$ cat src/rtl/div_ctrl.sv
// Iterative 32-bit DIV/DIVU controller: radix-2 restoring divider with annul and stall handshake.
// Define DIV_ZERO_FAST_EN to short-circuit zero divisors through DIVZERO with a zero result.
module div_ctrl (
  input  logic        clk,
  input  logic        rst,
  input  logic        start_i,
  input  logic        annul_i,
  input  logic        signed_i,
  input  logic [31:0] opdata1_i,
  input  logic [31:0] opdata2_i,
  output logic [63:0] result_o,
  output logic        ready_o,
  output logic        stallreq_o
);

`ifdef DIV_ZERO_FAST_EN
  localparam bit FAST_ZERO = 1'b1;
`else
  localparam bit FAST_ZERO = 1'b0;
`endif

  typedef enum logic [1:0] {IDLE, BUSY, DIVZERO, DONE} state_t;

  state_t      state, state_nx;
  logic [5:0]  cnt;
  logic [31:0] rem, quo, divisor;
  logic        is_signed, sign1, sign2;

  logic [31:0] abs1, abs2;
  logic [32:0] shifted, sub;
  logic        ge, take, zero_fast;
  logic [31:0] fix_quo, fix_rem;

  assign take      = start_i && !annul_i;
  assign zero_fast = FAST_ZERO && (opdata2_i == 32'd0);
  assign abs1      = (signed_i && opdata1_i[31]) ? (~opdata1_i + 32'd1) : opdata1_i;
  assign abs2      = (signed_i && opdata2_i[31]) ? (~opdata2_i + 32'd1) : opdata2_i;

  // rem < divisor always holds, so a 33-bit window never overflows; bit 32 of sub is the borrow
  assign shifted = {rem, quo[31]};
  assign sub     = shifted - {1'b0, divisor};
  assign ge      = ~sub[32];

  assign fix_quo = (is_signed && (sign1 ^ sign2)) ? (~quo + 32'd1) : quo;
  assign fix_rem = (is_signed && sign1) ? (~rem + 32'd1) : rem;

  always_ff @(posedge clk or posedge rst) begin
    if (rst) state <= IDLE;
    else     state <= state_nx;
  end

  always_comb begin
    state_nx = state;
    case (state)
      IDLE:    if (take) state_nx = zero_fast ? DIVZERO : BUSY;
      BUSY:    if (annul_i) state_nx = IDLE;
               else if (cnt == 6'd32) state_nx = DONE;
      DIVZERO: state_nx = annul_i ? IDLE : DONE;
      DONE:    state_nx = IDLE;
      default: state_nx = IDLE;
    endcase
  end

  // 32 shift/subtract steps (cnt 0..31); the cycle with cnt==32 hands over to DONE
  always_ff @(posedge clk or posedge rst) begin
    if (rst) begin
      cnt       <= 6'd0;
      rem       <= 32'd0;
      quo       <= 32'd0;
      divisor   <= 32'd0;
      is_signed <= 1'b0;
      sign1     <= 1'b0;
      sign2     <= 1'b0;
    end else if (state == IDLE) begin
      if (take) begin
        cnt       <= 6'd0;
        rem       <= 32'd0;
        quo       <= zero_fast ? 32'd0 : abs1;
        divisor   <= abs2;
        is_signed <= signed_i;
        sign1     <= opdata1_i[31];
        sign2     <= opdata2_i[31];
      end
    end else if (state == BUSY && !annul_i && cnt != 6'd32) begin
      rem <= ge ? sub[31:0] : shifted[31:0];
      quo <= {quo[30:0], ge};
      cnt <= cnt + 6'd1;
    end
  end

  always_comb begin
    ready_o    = (state == DONE);
    result_o   = (state == DONE) ? {fix_rem, fix_quo} : 64'd0;
    stallreq_o = !rst && start_i && !annul_i && (state != DONE);
  end

endmodule

$ cat config.mk
export PLATFORM = sky130hd
export DESIGN_NAME = div_ctrl
export DESIGN_NICKNAME = d
export VERILOG_FILES = /design/src/rtl/div_ctrl.sv
export SDC_FILE = /design/constraint.sdc
export NUM_CORES = 1
export LEC_CHECK = 0
export ABC_AREA = 1
export CAP_MARGIN = 20
export CORE_MARGIN = 3
export CORE_UTILIZATION = 50
export DETAILED_ROUTE_END_ITERATION = 8
export PLACE_DENSITY = 0.76
export SLEW_MARGIN = 25
export SYNTH_ARGS = -nofsm -noshare
export SYNTH_HDL_FRONTEND = slang
export SYNTH_SLANG_ARGS = --single-unit
$ cat constraint.sdc
create_clock -name clk -period 4.2 [get_ports clk]
set_input_delay 1.26 -clock clk [delete_from_list [all_inputs] [get_ports clk]]
set_output_delay 1.26 -clock clk [all_outputs]
set_load 0.1 [all_outputs]
==> flow_summary.json, run 1 <==
{
  "core.rowCount": 54,
  "hold_end": "divisor[30]$_DFFE_PP0P_",
  "hpwl_mm": 31.4,
  "final_hold_viol_count": 0,
  "cts_htree_levels": 3,
  "grt_max_degree": 46,
  "cp_common_cell": "nand2_1",
  "slew_headroom_pct": 46.2,
  "cp.arrival_ns": 2.68,
  "post_cts_buffers": 0,
  "reg2reg_to": "rem[30]$_DFFE_PP0P_",
  "period_needed_ns": 3.94,
  "place_ws_ns": 0.455,
  "syn_avg_cell_area_um2": 5.75,
  "yosys.area.top_type": "dfrtp_1",
  "die_h_um": 156,
  "grt_pass1_wl_mm": 61.9,
  "skew_ns": 0.00967,
  "yosysUniqueCellTypes": 46,
  "clkTransAtPathRegs_ns": 0.08,
  "timing.rr.start": "divisor[6]$_DFFE_PP0P_",
  "grt_pass1_vias": 11700,
  "die_w_um": 156,
  "cts_sinks": 107,
  "cts_tree": "done",
  "synth-async-reset-ratio_pct": 100,
  "drc": 0,
  "via_count": 13000,
  "rsz0062_at_grt": "no",
  "slowest_delay_ns": 0.39,
  "synthTopCellsByArea": "dfrtp_1 (24%), nand2_1 (20%), inv_1 (10%), nand3_1 (8.4%), nor2_1 (6.2%)",
  "synth_edf_count": 0,
  "synthFlopType": "dfrtp_1",
  "path_cells": "inv_1 -> nand3_1 -> nor3_2 -> nand2_1 -> nand2_1 -> nand2_1 -> nor2_1 -> nand3_1 -> nand2_1 -> nand2_1 -> nor2_2 -> buf_12",
  "place_congestion": 0.997,
  "drt.antenna.violating_nets": 0,
  "antenna_cells": 0,
  "critPathSlowestCell": "dfrtp_1",
  "dieArea_um2": 24300,
  "cts.repair.resized": 0,
  "post_drt_via_cell_ratio": 5.56,
  "status": "finished, final reports clean",
  "cp-start-kind": "flip-flop",
  "drt_wl_total_mm": 39.2,
  "finalCritPeriodShare_pct": 93.9,
  "cap_violations": 0,
  "endpoint_kind": "output pin",
  "finalMaxSlewViolations": 0,
  "clock_path_buffers": 2,
  "grt_antenna_before_repair": 0,
  "worstMarginPinSlew_ns": 0.807,
  "vdd_drop_max_mv": 0.473,
  "clock.fmax_ghz": 0.254,
  "fin_ws_ns": 0.257,
  "coreArea_um2": 22000,
  "yosysTopAreaCellShare_pct": 23.9,
  "p_total_mw": 11.2,
  "grt_usage_pct": 31.8,
  "cts_buffers": 9,
  "finalSetupTns_ns": 0,
  "insertion_delay_ns": 0.37,
  "critPathMaxFanout": 5,
  "min_from": "divisor[30]$_DFFE_PP0P_",
  "io_pins": 135,
  "cellLeakagePower_nw": 7.13,
  "ys_warn_count": 0,
  "crit_required_ns": 2.94,
  "postSynthCellCount": 1950,
  "syn_to_final_growth_pct": 23.7,
  "drive_gt1_share_pct": 9.94,
  "ys_ff_latch": 107,
  "fin_nets": 2168,
  "first_pass_iters": 7,
  "wire_per_inst_um": 16.7,
  "initial_utilization_pct": 51.1,
  "cts_hold_buffers": 0,
  "hold_ws_ns": 0.484,
  "cts-root-buf": "clkbuf_16",
  "setup_viol": 0,
  "power_per_cell_area_nw_per_um2": 805,
  "syn-cell-area_um2": 11200,
  "r2r_cells": 14,
  "seq_area_frac_synth_pct": 23.9,
  "grt.overflow.total": 0,
  "hold_path_class": "reg2reg",
  "io_buffer_count": 134,
  "placed_area_um2": 13500,
  "syn-num-nets": 2061,
  "final_area_um2": 13900,
  "crit_type": "reg2out",
  "drt-initial-drc-count": 1345,
  "reg2reg_slack_ns": 1.30,
  "hold_depth": 2
}
[Yosys cell counts, types with 8 or more instances]
master	instances
a21oi_1	121
clkbuf_1	40
dfrtp_1	107
ha_1	41
inv_1	301
nand2_1	606
nand2_2	16
nand3_1	189
nand3b_1	8
nand4_1	28
nor2_1	186
nor3_1	42
o21ai_0	133
o21ai_1	10
xnor2_1	16
xor2_1	22
[power by group]
group          internal [mW]  leakage, nW  switching [mW]
registers               1.48         1.37           0.526
clock network          0.438        0.149           0.443
logic                   2.47         5.61            5.81
total                   4.38         7.13            6.77
[worst max-delay path, delay by kind of cell (launching register included)]
kind | cells | cell delay, ns
simple gates | 10 | 1.60
flops | 1 | 0.39
buf+inv | 2 | 0.33
[metrics by stage]
step | std cells | utilization, %
detailed placement | 2326 | 61.7
global placement | 2326 | 61.7
finish | 2342 | 63.1
CTS | 2342 | 63.1
floorplan | 1950 | -
global route | 2342 | 63.1
[flip-flops by register name, summed over array words and instances (netlist names)]
name       cells
cnt            6
state          2
quo           32
is_signed      1
rem           32
sign2          1
sign1          1
divisor       32
[layer usage]
layer | wire length, um | vias to the layer above | GRT usage [%] | share of wire (%)
met3 | 2750 | 82 | 4.16 | 7.0
met2 | 17300 | 543 | 49.8 | 44
met1 | 17800 | 5972 | 45.9 | 46
met4 | 1250 | 0 | 9.63 | 3.2
li1 | - | 6432 | - | -
met5 | 0 | - | 0 | 0
[layout make-up]
type / count / area [um^2]
fill: 2103 / 8090
multi-input combinational: 1479 / 7390
sequential: 107 / 2680
timing repair buffer: 152 / 1990
inverter: 308 / 1160
tap: 280 / 350
clock buffer: 10 / 239
clock inverter: 6 / 60.1
[how the worst max path moves through the flow]
stage | startpoint | endpoint | slack (ns) | cells past startpoint
2_1_floorplan | state[0]$_DFFE_PP0P_ | result_o[33] | -0.42 | 3
3_3_place_gp | rem[0]$_DFFE_PP0P_ | result_o[62] | 0.55 | 11
3_5_place_dp | rem[0]$_DFFE_PP0P_ | result_o[62] | 0.45 | 11
4_1_cts | rem[0]$_DFFE_PP0P_ | result_o[62] | 0.05 | 11
5_1_grt | quo[1]$_DFFE_PP0P_ | result_o[30] | 0.01 | 15
6_report | quo[2]$_DFFE_PP0P_ | result_o[31] | 0.26 | 12
[placed cells by master, fill, tap and decap left out, types with 16 or more instances in the layout]
cell | synthesis | final
nand4_1 | 28 | 28
buf_4 | 3 | 30
dfrtp_1 | 107 | 107
ha_1 | 41 | 40
nand2_1 | 606 | 605
buf_12 | 0 | 54
nand3_1 | 189 | 189
nand2_2 | 16 | 17
nor2_2 | 4 | 19
a21oi_1 | 121 | 82
a21oi_2 | 2 | 41
nor2_1 | 186 | 170
xnor2_1 | 16 | 16
nor3_1 | 42 | 36
inv_1 | 301 | 300
clkdlybuf4s50_1 | 0 | 68
o21ai_0 | 133 | 133
xor2_1 | 22 | 22
[kinds of logic (layout without fill, tap and decap cells)]
kind of cell / after synthesis / after routing / synth area share, %
compound gates: 297 / 297 / 14.1
xor+xnor: 38 / 38 / 2.97
fa+ha+maj: 42 / 42 / 4.75
buf+inv: 364 / 476 / 12.6
flops: 107 / 107 / 23.9
simple gates: 1102 / 1102 / 41.7
Note: power is estimated with default switching activity, not from simulation.
==> run 2: changes to the inputs <==
--- a/config.mk
+++ b/config.mk
@@ -10,7 +10,7 @@
 export CORE_MARGIN = 3
 export CORE_UTILIZATION = 50
 export DETAILED_ROUTE_END_ITERATION = 8
-export PLACE_DENSITY = 0.76
+export PLACE_DENSITY = 0.73
 export SLEW_MARGIN = 25
 export SYNTH_ARGS = -nofsm -noshare
 export SYNTH_HDL_FRONTEND = slang
==> constraint.sdc (replaced) <==
create_clock -name clk -period 4.6 [get_ports clk]
set_input_delay 1.38 -clock clk [delete_from_list [all_inputs] [get_ports clk]]
set_output_delay 1.38 -clock clk [all_outputs]
set_load 0.1 [all_outputs]
==> run 2 against run 1 <==
First-iteration DRC count down 15%. Combinational power down 13%. Sequential power down 8%. Core utilization down 2.5 points. Sequential cell count unchanged. Critical path depth down 1. Register-to-register slack better by 0.39 ns. Power down 12%. Critical path type unchanged. Critical endpoint is now result_o[56]. Largest cell class unchanged. Largest power group unchanged.
==> flow_summary.json, run 2 (same netlist as run 1, synthesis figures left out) <==
{
  "cp.arrival_ns": 2.78,
  "drt.antenna.violating_nets": 0,
  "grt_antenna_before_repair": 0,
  "clkTransAtPathRegs_ns": 0.09,
  "clock.fmax_ghz": 0.240,
  "finalMaxSlewViolations": 0,
  "hold_depth": 2,
  "final_hold_viol_count": 0,
  "endpoint_kind": "output pin",
  "min_from": "quo[13]$_DFFE_PP0P_",
  "first_pass_iters": 6,
  "fillers": 2197,
  "io_buffer_count": 134,
  "clock_path_buffers": 2,
  "antenna_cells": 0,
  "post_cts_buffers": 0,
  "reg2reg_slack_ns": 1.69,
  "period_needed_ns": 4.16,
  "final_common_cell": "nand2_1",
  "reg_top3": "divisor x32, quo x32, rem x32",
  "cap_violations": 0,
  "cp-start-kind": "flip-flop",
  "p_total_mw": 9.84,
  "critPathMaxFanout": 4,
  "comb_power_share_pct": 72.8,
  "insertion_delay_ns": 0.37,
  "dieArea_um2": 24300,
  "rsz0062_at_grt": "no",
  "fin_ws_ns": 0.441,
  "drive_gt1_share_pct": 7.88,
  "grt_max_degree": 65,
  "cellLeakagePower_nw": 7.02,
  "p_switching_mw": 6.00,
  "drt_wl_total_mm": 38.7,
  "cts-root-buf": "clkbuf_16",
  "syn_to_final_growth_pct": 18.8,
  "cts_buffers": 9,
  "hold_path_class": "reg2reg",
  "r2r_cells": 13,
  "cts_htree_levels": 3,
  "setup_viol": 0,
  "via_count": 12800,
  "cts_sinks": 107,
  "power_per_cell_area_nw_per_um2": 738,
  "hpwl_mm": 31.0,
  "grt_pass1_vias": 11700,
  "post_drt_via_cell_ratio": 5.46,
  "crit_type": "reg2out",
  "reg2reg_to": "quo[12]$_DFFE_PP0P_",
  "power_report.internal_total_mw": 3.84,
  "coreArea_um2": 22000,
  "die_h_um": 156,
  "fin_nets": 2163,
  "grt.overflow.total": 0,
  "status": "finished, final reports clean",
  "vdd_drop_max_mv": 0.417,
  "initial_utilization_pct": 51.1,
  "drt-initial-drc-count": 1149,
  "die_w_um": 156,
  "crit_required_ns": 3.22,
  "place_congestion": 1.00,
  "sequentialPowerShare_pct": 18.7,
  "io_pins": 135,
  "grt_pass1_wl_mm": 61.5,
  "finalSetupTns_ns": 0,
  "core.rowCount": 54,
  "place_ws_ns": 0.822,
  "swShare_pct": 60.9,
  "skew_ns": 0.0160,
  "timing.rr.start": "state[0]$_DFFE_PP0P_",
  "cts_tree": "done",
  "grt_usage_pct": 31.8,
  "worstMarginPinSlew_ns": 0.827,
  "cts.repair.resized": 0,
  "hold_end": "quo[13]$_DFFE_PP0P_",
  "final_cell_mix": "nand2_1 (606), inv_1 (300), nand3_1 (189)",
  "wire_per_inst_um": 16.5,
  "finalCritPeriodShare_pct": 90.4,
  "slew_headroom_pct": 44.9,
  "cts_hold_buffers": 0,
  "clock_power_share_pct": 8.5,
  "drc": 0
}
run 2: layout make-up:
type	instances	area [um^2]	area share (%)
Multi-Input combinational cell	1479	7230	54.3
Sequential cell	107	2680	20.1
Timing Repair Buffer	147	1590	11.9
Inverter	308	1160	8.70
Tap cell	280	350	2.63
Clock buffer	9	225	1.69
Clock inverter	7	96.3	0.723
run 2: worst max-delay path: stages (launching register included):
cell	delay [ns]
dfrtp_1	0.43
inv_1	0.16
ha_1	0.19
nand3_1	0.17
nor2_1	0.20
nand2_1	0.12
nor2_1	0.26
nand4_1	0.17
o21ai_0	0.25
nor2_1	0.06
nor2_1	0.10
buf_4	0.29
run 2: power groups by stage:
stage | clock network, mW | registers [mW] | logic [mW]
2_1_floorplan | 0 | 1.65 | 5.30
3_3_place_gp | 0 | 1.83 | 6.99
3_5_place_dp | 0 | 1.84 | 7.06
4_1_cts | 0.843 | 1.82 | 7.09
5_1_grt | 0.878 | 1.88 | 7.99
6_report | 0.832 | 1.84 | 7.17
run 2: layer usage:
layer	part of all wire, %	vias to the layer above	global-route usage [%]
li1	-	6436	-
met1	44	5805	43.4
met3	6.4	77	4.38
met4	4.5	0	13.1
met2	45	452	50.9
met5	0	-	0
run 2: worst max-delay path by stage:
| stage | from | to | slack (ns) | cells after the start |
|---|---|---|---|---|
| after CTS | rem[0]$_DFFE_PP0P_ | result_o[56] | 0.46 | 11 |
| final | rem[0]$_DFFE_PP0P_ | result_o[56] | 0.44 | 11 |
| after floorplan | state[0]$_DFFE_PP0P_ | result_o[11] | -0.64 | 3 |
| after global placement | annul_i | stallreq_o | 0.84 | 5 |
| after global routing | rem[0]$_DFFE_PP0P_ | result_o[56] | 0.1 | 11 |
| after detailed placement | annul_i | stallreq_o | 0.82 | 5 |
run 2: per-stage QoR:
| stage | std cells | util [%] | hold slack (ns) | instance area (um^2) |
|---|---|---|---|---|
| after global routing | 2337 | 60.7 | 0.507 | 13300 |
| after floorplan | 1950 | - | 0.449 | 11300 |
| final | 2337 | 60.7 | 0.486 | 13300 |
| after detailed placement | 2321 | 59.2 | 0.467 | 13000 |
| after CTS | 2337 | 60.7 | 0.489 | 13300 |
| after global placement | 2321 | 59.2 | 0.464 | 13000 |
==> run 3: changes to the inputs <==
==> constraint.sdc (replaced) <==
create_clock -name clk -period 4.8 [get_ports clk]
set_input_delay 1.44 -clock clk [delete_from_list [all_inputs] [get_ports clk]]
set_output_delay 1.44 -clock clk [all_outputs]
set_load 0.1 [all_outputs]
==> run 3 against run 2 <==
Register-to-register slack improved by 0.24 ns. Global-route usage increased by 0.17 points. Worst setup slack improved by 0.10 ns. Clock power decreased by 6.4%. Via count increased by 1.6%. Non-clock buffer count increased by 1. First-iteration DRC count increased by 18%. Critical endpoint unchanged. Largest power group unchanged.
==> flow_summary.json, run 3 (same netlist as run 1, synthesis figures left out) <==
{
  "status": "finished, final reports clean",
  "die_h_um": 156,
  "swShare_pct": 60.6,
  "hold_path_class": "reg2reg",
  "rsz0062_at_grt": "no",
  "cts.repair.resized": 0,
  "dieArea_um2": 24300,
  "fin_nets": 2164,
  "cts-root-buf": "clkbuf_16",
  "skew_ns": 0.0182,
  "drt.antenna.violating_nets": 0,
  "cp.arrival_ns": 2.82,
  "power_per_cell_area_nw_per_um2": 708,
  "cp-start-kind": "flip-flop",
  "drt_wl_total_mm": 38.7,
  "antenna_cells": 0,
  "syn_to_final_growth_pct": 17.5,
  "p_total_mw": 9.33,
  "cts_htree_levels": 3,
  "cts_tree": "done",
  "final_cell_mix": "nand2_1 (606), inv_1 (300), nand3_1 (189)",
  "p_switching_mw": 5.65,
  "place_congestion": 0.975,
  "coreArea_um2": 22000,
  "cp_common_cell": "nor2_1",
  "setup_viol": 0,
  "drt-initial-drc-count": 1356,
  "clock_power_share_pct": 8.4,
  "endpoint_kind": "output pin",
  "wire_per_inst_um": 16.5,
  "die_w_um": 156,
  "fin_util_pct": 60.0,
  "wl_met1_mm": 17.1,
  "drc": 0,
  "wl_met3_mm": 3.13,
  "highest_layer": "met4",
  "critPathSlowestCell": "dfrtp_1",
  "regArea_um2": 2680,
  "crit_type": "reg2out",
  "io_pins": 135,
  "grt.overflow.total": 0,
  "crit_buf_inv": 2,
  "crit_required_ns": 3.36,
  "stdcell_count": 2338,
  "io_buffer_count": 134,
  "period_needed_ns": 4.26,
  "comb_power_share_pct": 72.9,
  "slew_headroom_pct": 46.8,
  "core.rowCount": 54,
  "post_cts_buffers": 0,
  "cts_sinks": 107,
  "sequentialPowerShare_pct": 18.7,
  "clock_path_buffers": 2,
  "insertion_delay_ns": 0.37,
  "grt_antenna_before_repair": 0,
  "cellLeakagePower_nw": 7.01,
  "cts_buffers": 9,
  "cap_violations": 0,
  "finalMaxSlewViolations": 0,
  "worstMarginPinSlew_ns": 0.797,
  "fillers": 2246,
  "power_report.internal_total_mw": 3.68,
  "clock.fmax_ghz": 0.235,
  "hpwl_mm": 31.2,
  "clkTransAtPathRegs_ns": 0.08,
  "reg_top3": "divisor x32, quo x32, rem x32",
  "wl_met2_mm": 16.7,
  "multi_input_area_um2": 7150,
  "final_common_cell": "nand2_1",
  "first_pass_iters": 6,
  "vdd_drop_max_mv": 0.405,
  "initial_utilization_pct": 51.1,
  "cts_hold_buffers": 0,
  "path_cells": "inv_1 -> ha_1 -> nand3_1 -> nor2_1 -> nand2_1 -> nor2_1 -> nand4_1 -> o21ai_0 -> nor2_1 -> nor2_1 -> buf_4",
  "cpLargestDelayFamily": "simple AND/OR/NAND/NOR gates",
  "grt_usage_pct": 32.0,
  "place_inst": 2322,
  "grt_pass1_wl_mm": 62.3,
  "grt_max_degree": 58,
  "place_ws_ns": 0.896,
  "final_hold_viol_count": 0,
  "finalCritPeriodShare_pct": 88.7,
  "drive_gt1_share_pct": 6.95,
  "slowest_delay_ns": 0.43,
  "grt_pass1_vias": 11800,
  "critPathMaxFanout": 4,
  "via_count": 13000,
  "fin_ws_ns": 0.542,
  "post_drt_via_cell_ratio": 5.55
}
==> run 3: final timing paths <==
check / cells after the start / startpoint / slack (ns) / end
setup / recovery: 11 / rem[0]$_DFFE_PP0P_ / 0.54 / result_o[56]
hold / removal: 2 / divisor[26]$_DFFE_PP0P_ / 0.49 / divisor[26]$_DFFE_PP0P_
setup reg to reg: 13 / rem[22]$_DFFE_PP0P_ / 1.93 / rem[18]$_DFFE_PP0P_
hold reg to reg: 2 / divisor[26]$_DFFE_PP0P_ / 0.49 / divisor[26]$_DFFE_PP0P_
max in group asynchronous: 3 / rst / 2.44 / rem[25]$_DFFE_PP0P_
min in group asynchronous: 2 / rst / 1.59 / quo[0]$_DFFE_PP0P_
==> run 3: worst register-to-register path, cell delays in order (launching register included) <==
cell and delay [ns]:
dfrtp_1 0.50, ha_1 0.43, nand2_1 0.20, inv_1 0.06, nand2_1 0.06, nand2_1 0.09
inv_1 0.07, nand2_1 0.10, a21oi_4 0.23, nand3_4 0.31, nand2_4 0.40, nand2_1 0.15
nand3_1 0.11, nand2_1 0.05
==> run 3: area by class of cell <==
class                           instances  share of cell area [%]
Inverter                              308                    8.79
Tap cell                              280                    2.66
Timing Repair Buffer                  148                    11.5
Clock buffer                           10                    1.81
Multi-Input combinational cell       1479                    54.3
Clock inverter                          6                   0.579
Sequential cell                       107                    20.3
==> run 3: power by group through the flow <==
stage | clock [mW] | combinational [mW] | sequential [mW]
after floorplan | 0 | 5.03 | 1.58
after global placement | 0 | 6.63 | 1.73
after detailed placement | 0 | 6.70 | 1.74
after CTS | 0.796 | 6.73 | 1.73
after global routing | 0.823 | 7.59 | 1.79
final | 0.779 | 6.80 | 1.75
==> run 3: metal layers <==
| layer | up-vias | track usage, % |
|---|---|---|
| met4 | 0 | 13.4 |
| met2 | 594 | 48.1 |
| met3 | 85 | 4.27 |
| met5 | - | 0 |
| li1 | 6442 | - |
| met1 | 5853 | 46.2 |
==> run 3: through the flow <==
step	TNS (ns)	hold slack, ns	cell area (um^2)
after floorplan	-2.50	0.449	11200
after global placement	0	0.467	12900
after detailed placement	0	0.472	12900
after CTS	0	0.494	13200
after global routing	0	0.511	13200
final	0	0.494	13200
